**src/rtl/color_input_encoder.sv**
```systemverilog
// Button front end for the Simon-Says game: synchronises and debounces four raw buttons,
// then presents each clean single-button press as a colour code with a one-cycle strobe.
module color_input_encoder #(
  parameter int IN_BITS         = 2,
  parameter int DEBOUNCE_CYCLES = 1000000,
  parameter int HOLD_CYCLES     = 25000000
) (
  input  logic             clk,
  input  logic             reset,
  input  logic [3:0]       btn,
  output logic [IN_BITS:0] color,
  output logic             valid,
  output logic             busy,
  output logic [1:0]       dbg_state
);

  localparam int MAX_CYC = (DEBOUNCE_CYCLES > HOLD_CYCLES) ? DEBOUNCE_CYCLES : HOLD_CYCLES;
  localparam int CNT_W   = (MAX_CYC > 1) ? $clog2(MAX_CYC) : 1;
  localparam logic [CNT_W-1:0] DEB_LAST  = CNT_W'(DEBOUNCE_CYCLES - 1);
  localparam logic [CNT_W-1:0] HOLD_LAST = CNT_W'(HOLD_CYCLES - 1);
  localparam logic [IN_BITS:0] COLOR_NULL = (IN_BITS + 1)'(4);

  typedef enum logic [1:0] {
    S_IDLE         = 2'd0,
    S_DEBOUNCE     = 2'd1,
    S_HOLD         = 2'd2,
    S_WAIT_RELEASE = 2'd3
  } state_t;

  state_t           r_state;
  logic [3:0]       r_sync1;
  logic [3:0]       r_sync2;
  logic [CNT_W-1:0] r_cnt;
  logic [1:0]       r_cand;
  logic [IN_BITS:0] r_color;
  logic             r_valid;

  logic             w_onehot;
  logic [1:0]       w_idx;
  logic [3:0]       w_cand_mask;

  // Output handshake: valid is a single-cycle strobe with no back-pressure; the consumer
  // must take color in the cycle valid is high. color stays non-NULL for the hold window.
  assign w_onehot    = (r_sync2 != 4'd0) && ((r_sync2 & (r_sync2 - 4'd1)) == 4'd0);
  assign w_cand_mask = 4'b0001 << r_cand;

  always_comb begin
    w_idx = 2'd0;
    case (r_sync2)
      4'b0001: w_idx = 2'd0;
      4'b0010: w_idx = 2'd1;
      4'b0100: w_idx = 2'd2;
      4'b1000: w_idx = 2'd3;
      default: w_idx = 2'd0;
    endcase
  end

  always_ff @(posedge clk) begin
    if (!reset) begin
      r_sync1 <= 4'd0;
      r_sync2 <= 4'd0;
      r_cnt   <= '0;
      r_cand  <= 2'd0;
      r_color <= COLOR_NULL;
      r_valid <= 1'b0;
      r_state <= S_WAIT_RELEASE;
    end else begin
      r_sync1 <= btn;
      r_sync2 <= r_sync1;
      r_valid <= 1'b0;
      case (r_state)
        S_IDLE: begin
          r_color <= COLOR_NULL;
          if (w_onehot) begin
            r_cand  <= w_idx;
            r_cnt   <= '0;
            r_state <= S_DEBOUNCE;
          end
        end
        S_DEBOUNCE: begin
          if (r_sync2 != w_cand_mask) begin
            r_cnt   <= '0;
            r_state <= S_IDLE;
          end else if (r_cnt == DEB_LAST) begin
            r_color <= (IN_BITS + 1)'(r_cand);
            r_valid <= 1'b1;
            r_cnt   <= '0;
            r_state <= S_HOLD;
          end else begin
            r_cnt <= r_cnt + 1'b1;
          end
        end
        S_HOLD: begin
          // Buttons are deliberately ignored here; release is handled afterwards.
          if (r_cnt == HOLD_LAST) begin
            r_color <= COLOR_NULL;
            r_cnt   <= '0;
            r_state <= S_WAIT_RELEASE;
          end else begin
            r_cnt <= r_cnt + 1'b1;
          end
        end
        S_WAIT_RELEASE: begin
          r_color <= COLOR_NULL;
          if (r_sync2 != 4'd0) begin
            r_cnt <= '0;
          end else if (r_cnt == DEB_LAST) begin
            r_cnt   <= '0;
            r_state <= S_IDLE;
          end else begin
            r_cnt <= r_cnt + 1'b1;
          end
        end
        default: begin
          r_color <= COLOR_NULL;
          r_cnt   <= '0;
          r_state <= S_WAIT_RELEASE;
        end
      endcase
    end
  end

  assign color     = r_color;
  assign valid     = r_valid;
  assign busy      = (r_state != S_IDLE);
  assign dbg_state = r_state;

endmodule

```
**config.mk**
```make
export PLATFORM = sky130hd
export DESIGN_NAME = color_input_encoder
export DESIGN_NICKNAME = d
export VERILOG_FILES = /design/src/rtl/color_input_encoder.sv
export SDC_FILE = /design/constraint.sdc
export NUM_CORES = 1
export LEC_CHECK = 0
export CORE_MARGIN = 2
export CORE_UTILIZATION = 58
export CTS_CLUSTER_DIAMETER = 60
export DETAILED_ROUTE_END_ITERATION = 6
export PLACE_DENSITY_LB_ADDON = 0.3
export SETUP_SLACK_MARGIN = 0.05
export SYNTH_ARGS = -nofsm -noshare
export SYNTH_HDL_FRONTEND = slang
export SYNTH_SLANG_ARGS = --single-unit
```
**constraint.sdc**
```tcl
create_clock -name clk -period 3 [get_ports clk]
set_clock_uncertainty 0.1 [all_clocks]
set_input_delay 0.9 -clock clk [delete_from_list [all_inputs] [get_ports clk]]
set_output_delay 0.9 -clock clk [all_outputs]
set_load 0.02 [all_outputs]
```
# Word-level counts from Yosys, hierarchy flattened
# Cells that the tools add are included.
# totals
regBits	41
input_bits	6
# classes
mux	19
n_reduce_logical	10
n_shift	1
n_eq_ne	16
addsub	2
bitwise_logic	3
# op_table
op	n
25-bit 2-to-1 mux	5
25-bit one-hot mux with 4 select lines	1
25-bit by 1-bit adder with 25-bit output (second input constant)	1
25-bit by 20-bit == test with 1-bit output (second input constant)	1
25-bit == test (second input constant)	1
2-bit 2-to-1 mux	6
2-bit inequality test (second input constant)	6
3-bit 2-to-1 mux	3
3-bit one-hot mux with 3 select lines	1
2-bit one-hot mux with 4 select lines	1
2-bit one-hot mux with 3 select lines	1
5-bit AND reduction	1
4-bit bitwise AND	1
2-bit == test (second input constant)	2
4-bit by 2-bit == test with 1-bit output (second input constant)	1
4-bit by 3-bit == test with 1-bit output (second input constant)	1
4-bit == test (second input constant)	1
4-bit logical NOT	1
4-bit inequality test	1
4-bit nonzero test	1
1-bit by 2-bit left shift with 4-bit output (first input constant)	1
4-bit by 1-bit subtractor with 4-bit output (second input constant)	1
3-bit inequality test (second input constant)	1
3-bit AND reduction	1
other kinds (9)	10

# Logic depth before layout (Yosys ltp)
# Gate-level depths: netlist (run 1).
# logic_depth
depth_word	6
ltp_mapped	8
mapped_depth_nobuf	7

# Least setup slack after synthesis (run 1)
# No wires, ideal clock.
# synth_path
kind	reg2reg
start	register r_cnt[0]
end	register r_cnt[0]
required_time_ps	2778
setup_time_ps	122
n_path_buf	0
path_slack_ps	719
t_arrival_ps	2058
path_stages_with_launch	8
period_less_slack_ps	2281
cell_sequence	dfxtp_1 > ha_1 > and3_1 > nand4_1 > or4_4 > and3_1 > o31ai_1 > a21oi_1
# synth_between
elab_chain_cells	4
word_cells_on_any_way	8
cone_classes	add/sub (1); eq/ne (2); mux (5)
# synth_rtl
item	line_no	rtl
start, declared	33	logic [CNT_W-1:0] r_cnt;
start signal, assigned	90	r_cnt <= r_cnt + 1'b1;
start signal, assigned	100	r_cnt <= r_cnt + 1'b1;
start signal, assigned	111	r_cnt <= r_cnt + 1'b1;
25-bit by 1-bit adder with 25-bit output or 25-bit by 20-bit == test with 1-bit output (tied branches)	--	
25-bit 2-to-1 mux	84, 107	
25-bit 2-to-1 mux (on tied branches)	105, 81	
25-bit one-hot mux with 4 select lines *	71	case (r_state)
# Mark *: on every way between the ends. The rest lies on a longest branch, timed or not.
# A chain may end at the register's enable or synchronous reset.

# Final worst setup path (run 1)
# layout_path
start	register r_cnt[0]
end	register r_state[0] (netlist: dbg_state[0])
# layout_between
elab_chain_cells	3
word_cells_on_any_way	6
cone_classes	eq/ne (5); reduce/logical (1)
# layout_rtl
item	line_no	rtl
25-bit by 20-bit == test with 1-bit output or 25-bit == test (tied branches)	84, 107, 95	
3-bit inequality test (no line) or 2-bit inequality test (tied branches)	--	
5-bit AND reduction (no line) *	--	
end signal, assigned	83	r_state <= S_IDLE;
end signal, assigned	88	r_state <= S_HOLD;
end signal, assigned	109	r_state <= S_IDLE;
end, declared	30	state_t r_state;
# Marked as above.

==> reports/results.ini, run 1 <==
[run_status]
status=finished, final reports clean

[setup_path]
cp.arrival_ps=2790
cpPeakStageDelay_ps=680
crit_path_start_kind=flip-flop
reg2reg_depth=7
cp_num_buf_inv=0
critPathRequiredTime_ps=3100
crit_chain=ha_1, and3_1, nand4_1, or4_4, o21ai_0, nor2_1, o311ai_1
timing.rr.end=dbg_state[0]
timing.rr.start=r_cnt[0]
cp_top_family=simple AND/OR/NAND/NOR gates
crit_type=reg -> reg
cp_slowest_cell=or4_4
critPathCaptureType=flip-flop
rrSetupSlack_ps=310
path_max_fanout=7

[route]
drc=0
drt-vias-per-instance=6.03
num_vias=1929
first_pass_iters=4
wl_per_cell_um=13.6
antenna_left=0
wl_um=4340
drt_iter0_markers=142

[grt]
grt_max_degree=24
grt-ovfl-total=0
grt_pass1_wl_um=7540
grt_usage=0.230
antenna_found_initial=0
grt_pass1_vias=1663

[finish]
layout_commonest_cell=dfxtp_1
final_nets=278
layout-drive-gt1-share=0.0625
num_antenna_cells=0
syn2layout_area_growth_pct=12.6
postLayoutCellArea_mm2=0.00241
final_cell_mix=dfxtp_1 (41), nand2_1 (22), a21oi_1 (20), nor2_1 (18), and2_1 (17)

[clock_tree]
cts_max_path_buffers=2
cts_made_buffers=5
cts_max_level=2
cts-root-buf=clkbuf_8
cts_hold_buffers=0
numClockSinks=41
cts_tree=done
cts_resized=0
clk_pin_slew_ps=70
clock_latency_ps=300
post_cts_buffers=0

[logic_synthesis]
synth.avg_cell_area_um2=8.23
ys_ff_latch=41
synth_mux_area_frac=0.0187
synth_top_area_frac=0.383
ys.warnings.count=0
synthesis.nets=267
synth.yosys.seq_area_share=0.383
syn-cell-area_mm2=0.00214
synthXorXnorAreaFrac=0.0205
synth-adder-area-share=0.00584
synth_simple_gate_area_frac=0.312
synth_top_family_by_area=simple AND/OR/NAND/NOR gates
synth_edf_count=0
async_reset_ff_frac=0
synth_area_leaders=dfxtp_1 (38%), and2_1 (5.0%), a21oi_1 (4.7%)
synth_cell_types=52
yosysTopAreaCell=dfxtp_1
synthCells=260
synth-compound-area-share=0.217
synth_ff_type=dfxtp_1

[sta]
final.min_clock_period_ps=2690
hold-worst-slack_ps=335
timing.fmax_ghz=0.372
setup_ws_ps=309
rsz0062_at_grt=no
tightest_slew_ps=664
fin_crit_sh=0.897
hold_violations=0
slew_violations=0
maxSlewHeadroom=0.556
setup_viol=0
tns_ps=0

[floorplanning]
die_area_mm2=0.00419
rows=22
coreArea_mm2=0.00361
ios=13
initial_utilization=0.594
die_h_um=64.8
die_x_um=64.8

[run]
maxCapViolations=0

[min_path]
hold_path_startpoint=r_sync1[0]
min_path_type=reg -> reg
hold_path_end=r_sync2[0]
hold_depth=1

[power]
power.total_uw=1100
cellLeakagePower_uw=0.000827
p_per_area_mw_per_mm2=458
ir_drop_uv=289

[place]
preCtsSetupSlack_ps=183
placed_cell_area_mm2=0.00229
hpwl_um=3090
place.port_buffers=12
gp_congestion=0.891

## worst reg2reg max path, cell delays in order, from the launching register on
cell,delay (ps)
dfxtp_1,410
ha_1,220
and3_1,250
nand4_1,340
or4_4,680
o21ai_0,280
nor2_1,80
o311ai_1,230
## stage by stage
step	util	instances
2_1_floorplan	-	260
5_1_grt	0.669	320
3_3_place_gp	0.636	312
6_report	0.669	320
4_1_cts	0.669	320
3_5_place_dp	0.636	312
## power by group
group          total (uW)  internal [uW]  switching, uW
sequential            571            557           14.0
clock                 457            271            185
combinational        76.4           37.5           38.9
total                1100            865            238
## layout make-up
type	count	area [um2]
clock inverter	1	30.0
fill	314	1190
multi-input combinational	201	1230
clock buffer	7	86.3
tap	48	60.1
timing repair buffer	16	163
sequential	41	821
inverter	6	22.5
## layer usage
layer	track usage	wire length, um	vias to the layer above
li1	-	-	987
met1	0.318	2200	887
met2	0.332	1850	47
met3	0.0694	222	8
met4	0.0931	65	0
met5	0	0	-
## Yosys cell counts (all sizes together), types with 2 or more instances
cell type	number
a21o	2
buf	5
clkbuf	7
xor2	3
o21ai	15
o311ai	2
inv	5
nor2	19
nor3b	3
a41oi	2
nor2b	3
dfxtp	41
or4	3
o31ai	2
and4	2
a22o	3
nor4	2
and3	6
a21oi	20
xnor2	2
nand4	8
nor3	6
nand2	22
a31oi	16
nand2b	2
and2	17
and3b	2
a22oi	2
nand3	16
nand3b	2
or3	3
mux2i	4
## how the worst max path moves through the flow
stage                     startpoint           end  slack, ps  cells past startpoint
after floorplan             r_cnt[0]      r_cnt[0]        720                      7
after global placement         reset     r_cnt[22]        190                      6
after detailed placement       reset     r_cnt[22]        180                      6
after CTS                   r_cnt[0]  dbg_state[0]        320                      7
after global routing        r_cnt[0]  dbg_state[0]        130                      7
final                       r_cnt[0]  dbg_state[0]        310                      7
## cells by family (layout without fill, tap and decap cells)
kind of cell,Yosys count,after routing
and+or+nand+nor,120,120
AOI/OAI and AO/OA,71,71
DFF,41,41
buffers and inverters,18,30
xor gates and xnor gates,5,5
muxes,4,4
adders and majority gates,1,1
## flip-flops by register name, indices dropped and copies added (netlist names), named ones only
signal and flops:
r_cnt 25, r_sync1 4, r_sync2 4, color 3
valid 1, dbg_state 1, r_cand 2
Note: power is estimated with default switching activity, not from simulation.
==> run 2: changes to the inputs <==
CAP_MARGIN = 10   (was unset)
PLACE_DENSITY = 0.78   (was unset)
PLACE_DENSITY_LB_ADDON = unset   (was 0.3)
==> run 2 against run 1 <==
Net effect:
- register-to-register slack improved by 20 ps
- combinational power rose by 4.6%
- flip-flop and latch count did not move
- sequential share of layout area fell by 0.18 points
- clock power barely moved
- sequential power barely moved
- non-clock buffer count did not move
- global-route usage rose by 1.0 points
- setup slack improved by 21 ps
- design area rose by 0.52%
- final cell count did not move
- power rose by 0.63%
- highest routed layer unchanged
==> reports/results.ini, run 2 (same netlist as run 1, synthesis figures left out) <==
[route]
drt_iter0_markers=217  ; +53%
num_vias=1947  ; +0.93%
drc=0  ; unchanged
wl_um=4410  ; +1.7%
first_pass_iters=4  ; unchanged
drt-vias-per-instance=6.08  ; +0.93%
wl_per_cell_um=13.8  ; +1.7%
antenna_left=0  ; unchanged

[setup_path]
path_max_fanout=16  ; +9
timing.rr.start=r_cnt[9]
cp_top_family=simple AND/OR/NAND/NOR gates
crit_chain=or4b_1, or3_4, o2111ai_2, o311ai_4, buf_12, a21o_1, a22o_1
timing.rr.end=r_cnt[19]
crit_path_start_kind=flip-flop
cp-startpoint=r_cnt[9]
cp_slowest_cell=or4b_1
cpPeakStageDelay_ps=500  ; -180 ps
reg2reg_depth=7  ; unchanged
cp.arrival_ps=2760  ; -30 ps
cp-endpoint=r_cnt[19]
cp_num_buf_inv=1  ; +1
crit_type=reg -> reg
rrSetupSlack_ps=330  ; +20 ps
critPathRequiredTime_ps=3090  ; about the same
critPathCaptureType=flip-flop
cp.depth=7  ; unchanged

[power]
ir_drop_uv=365  ; +26%
p_per_area_mw_per_mm2=458  ; +0.11%
power.total_uw=1110  ; +0.63%
cellLeakagePower_uw=0.000831  ; +0.46%

[place]
gp_congestion=0.854  ; -4.1%
place.port_buffers=12  ; unchanged
preCtsSetupSlack_ps=130  ; -52.7 ps
hpwl_um=3060  ; -0.80%

[sta]
hold-worst-slack_ps=336  ; +0.827 ps
timing.fmax_ghz=0.375  ; +0.80%
tightest_slew_ps=783  ; +119 ps
rsz0062_at_grt=no
setup_ws_ps=330  ; +21.4 ps
maxSlewHeadroom=0.477  ; -0.0797
fin_crit_sh=0.890  ; -0.00715
hold_violations=0  ; unchanged
tns_ps=0  ; unchanged
setup_viol=0  ; unchanged
final.min_clock_period_ps=2670  ; -21.4 ps
slew_violations=0  ; unchanged

[finish]
top_register=r_cnt
largest_registers=r_cnt (25), r_sync1 (4), r_sync2 (4)
layout-drive-gt1-share=0.0625  ; unchanged
fillers=314  ; unchanged
final_nets=278  ; unchanged
syn2layout_area_growth_pct=13.2
num_antenna_cells=0  ; unchanged
final_cell_mix=dfxtp_1 (41), nand2_1 (22), a21oi_1 (20), nor2_1 (18), and2_1 (17)
layout_commonest_cell=dfxtp_1
largest_reg_flops=25  ; unchanged

[floorplanning]
rows=22  ; unchanged
die_h_um=64.8  ; unchanged
initial_utilization=0.594  ; unchanged
die_area_mm2=0.00419  ; unchanged
ios=13  ; unchanged
coreArea_mm2=0.00361  ; unchanged
die_x_um=64.8  ; unchanged

[clock_tree]
post_cts_buffers=0  ; unchanged
cts_tree=done
cts_hold_buffers=0  ; unchanged
cts_max_level=2  ; unchanged
clock_latency_ps=290  ; about the same
cts-root-buf=clkbuf_8
clk_pin_slew_ps=80  ; about the same
cts_max_path_buffers=2  ; unchanged
cts_resized=0  ; unchanged
numClockSinks=41  ; unchanged
cts_made_buffers=5  ; unchanged

[min_path]
min_path_type=reg -> reg

[run]
maxCapViolations=0  ; unchanged

[grt]
grt_max_degree=17  ; -29%
antenna_found_initial=0  ; unchanged
grt-ovfl-total=0  ; unchanged
grt_usage=0.240  ; +0.0101
grt_pass1_wl_um=7950  ; +5.4%
grt_pass1_vias=1792  ; +7.8%

[run_status]
status=finished, final reports clean

## run 2: worst min-delay path by stage
stage | end | depth (start not counted) | slack, ps | start
final | r_sync2[0] | 1 | 340 | r_sync1[0]
after global routing | r_sync2[1] | 1 | 340 | r_sync1[1]
after CTS | r_sync2[0] | 1 | 340 | r_sync1[0]
after detailed placement | r_sync2[0] | 1 | 320 | r_sync1[0]
after global placement | r_sync2[2] | 1 | 310 | r_sync1[2]
after floorplan | r_sync2[0] | 1 | 310 | r_sync1[0]
## run 2: power by group
part | total, uW | internal, uW | switching (uW)
clock | 460 | 271 | 188
sequential | 571 | 557 | 14.6
combinational | 79.9 | 40.4 | 39.5
total | 1110 | 868 | 242
## run 2: metrics by stage
step	util	area (um2)	instances
floorplan	-	2140	260
global placement	0.640	2310	312
CTS	0.672	2420	320
finish	0.672	2420	320
global route	0.672	2420	320
detailed placement	0.640	2310	312
## run 2: cell type report
cell class              instances  area (um2)  area share
multi-input cells             201        1230       0.507
flip-flops and latches         41         821       0.339
repair buffers                 16         175      0.0723
clock buffers                   7        86.3      0.0356
well taps                      48        60.1      0.0248
clock inverters                 1        30.0      0.0124
inverters                       6        22.5     0.00929
## run 2: worst reg2reg max path: cells and delay by family (launching register included)
kind                   cells  cell delay [ps]
AO/OA/AOI/OAI              4              840
AND/OR/NAND/NOR            2              910
flip-flops                 1              480
buffers and inverters      1              240
## run 2: routing by layer
| layer | routed length [um] | GRT usage | up-vias |
|---|---|---|---|
| met5 | 0 | 0 | - |
| met4 | 68 | 0.0904 | 0 |
| met3 | 233 | 0.0573 | 9 |
| met2 | 1910 | 0.358 | 56 |
| met1 | 2200 | 0.335 | 901 |
| li1 | - | - | 981 |
==> run 3: changes to the inputs <==
CORE_UTILIZATION = 45   (was 58)
PLACE_DENSITY = 0.63   (was 0.78)
==> run 3 against run 2 <==
Net effect:
- critical path depth down 3
- global-route usage decreased by 5.0 points
- fmax increased by 0.85%
- die area increased by 27%
- final cell count is 2.5% higher
- combinational power decreased by 3.8%
- first-iteration DRC count fell by 47%
- critical endpoint is now busy
==> reports/results.ini, run 3 (same netlist as run 1, synthesis figures left out) <==
[sta]
hold_violations=0  ; unchanged
final.min_clock_period_ps=2650  ; -22.5 ps
setup_ws_ps=353  ; +22.6 ps
fin_crit_sh=0.882  ; -0.00752
setup_viol=0  ; unchanged
rsz0062_at_grt=no
tns_ps=0  ; unchanged
maxSlewHeadroom=0.539  ; +0.0623
tightest_slew_ps=690  ; -93.3 ps
slew_violations=0  ; unchanged
timing.fmax_ghz=0.378  ; +0.85%

[clock_tree]
cts_max_level=2  ; unchanged
clk_pin_slew_ps=80  ; about the same
cts-root-buf=clkbuf_8
cts_max_path_buffers=2  ; unchanged
post_cts_buffers=0  ; unchanged
numClockSinks=41  ; unchanged
cts_hold_buffers=0  ; unchanged
cts_resized=0  ; unchanged
cts_tree=done
clock_latency_ps=290  ; about the same
cts_made_buffers=5  ; unchanged

[setup_path]
critPathRequiredTime_ps=2000  ; -1090 ps
path_max_fanout=8  ; -8
crit_type=reg -> out
crit_path_start_kind=flip-flop
critPathCaptureType=output pin
timing.rr.end=r_cnt[19]
cp-endpoint=busy
reg2reg_depth=7  ; unchanged
rrSetupSlack_ps=400  ; +70 ps
cp.arrival_ps=1650  ; -1110 ps
timing.rr.start=r_cnt[11]

[power]
ir_drop_uv=215  ; -41%
cellLeakagePower_uw=0.000825  ; -0.77%
p_per_area_mw_per_mm2=417  ; -9.1%
power.total_uw=1000  ; -10%

[place]
gp_congestion=0.888  ; +4.0%
preCtsSetupSlack_ps=82.9  ; -47.4 ps
placed_cells=320  ; +2.6%
place.port_buffers=12  ; unchanged
hpwl_um=3390  ; +11%

[grt]
antenna_found_initial=0  ; unchanged
grt_pass1_vias=1659  ; -7.4%
grt-ovfl-total=0  ; unchanged
grt_pass1_wl_um=7930  ; -0.25%
grt_usage=0.190  ; -0.0499
grt_max_degree=21  ; +4

[floorplanning]
coreArea_mm2=0.00466  ; +29%
die_area_mm2=0.00533  ; +27%
ios=13  ; unchanged
initial_utilization=0.459  ; -0.134
die_x_um=73.0  ; +13%
rows=25  ; +14%
die_h_um=73.0  ; +13%

[route]
drc=0  ; unchanged
drt_iter0_markers=116  ; -47%
first_pass_iters=4  ; unchanged
drt-vias-per-instance=5.81  ; -4.5%
antenna_left=0  ; unchanged
num_vias=1905  ; -2.2%
wl_um=4710  ; +6.7%
wl_per_cell_um=14.4  ; +4.1%

[finish]
layout-drive-gt1-share=0.0693  ; +0.00684
num_antenna_cells=0  ; unchanged
syn2layout_area_growth_pct=12.1
top_register=r_cnt
largest_reg_flops=25  ; unchanged
largest_registers=r_cnt (25), r_sync1 (4), r_sync2 (4)
layout_commonest_cell=dfxtp_1
utilization=0.515  ; -0.157
final_nets=280  ; +0.72%
final_cell_mix=dfxtp_1 (41), nand2_1 (22), a21oi_1 (20), nor2_1 (18), and2_1 (17)
instances_no_fill=328  ; +2.5%
fillers=456  ; +45%

[run_status]
status=finished, final reports clean

[min_path]
hold_depth=1  ; unchanged
min_path_type=reg -> reg

[run]
maxCapViolations=0  ; unchanged

## run 3: cell type report
cell class              instances  area (um2)  area share
well taps                      54        67.6      0.0282
clock inverters                 2        10.0     0.00417
flip-flops and latches         41         821       0.342
clock buffers                   6        72.6      0.0302
inverters                       6        22.5     0.00938
multi-input cells             201        1230       0.512
repair buffers                 18         178      0.0740
## run 3: critical path, cell delays in order, from the launching register on
cell and delay (ps):
dfxtp_1 460, nor2_1 80, buf_4 160, inv_1 70
clkdlybuf4s50_1 600
## run 3: per-layer routing
layer  vias to the layer above  part of all wire  track usage
met5                         -                 0            0
met2                        21              0.43        0.293
met4                         0             0.011       0.0494
li1                        990                 -            -
met1                       889              0.53        0.269
met3                         5             0.028       0.0428
## run 3: worst min-delay path by stage
stage                             to  startpoint  slack, ps
after floorplan           r_sync2[0]  r_sync1[0]        310
after global placement    r_sync2[1]  r_sync1[1]        310
after detailed placement  r_sync2[1]  r_sync1[1]        320
after CTS                 r_sync2[1]  r_sync1[1]        340
after global routing      r_sync2[1]  r_sync1[1]        360
final                     r_sync2[1]  r_sync1[1]        340
## run 3: through the flow
stage	hold WS, ps	cell area, um2
after CTS	342	2400
final	336	2400
after global placement	313	2320
after floorplan	312	2140
after detailed placement	321	2320
after global routing	355	2400
## run 3: power breakdown
| group | switching, uW | leakage, uW | internal, uW |
|---|---|---|---|
| sequential | 14.5 | 0.000332 | 557 |
| combinational | 39.4 | 0.000447 | 37.5 |
| clock | 190 | 0.0000450 | 161 |
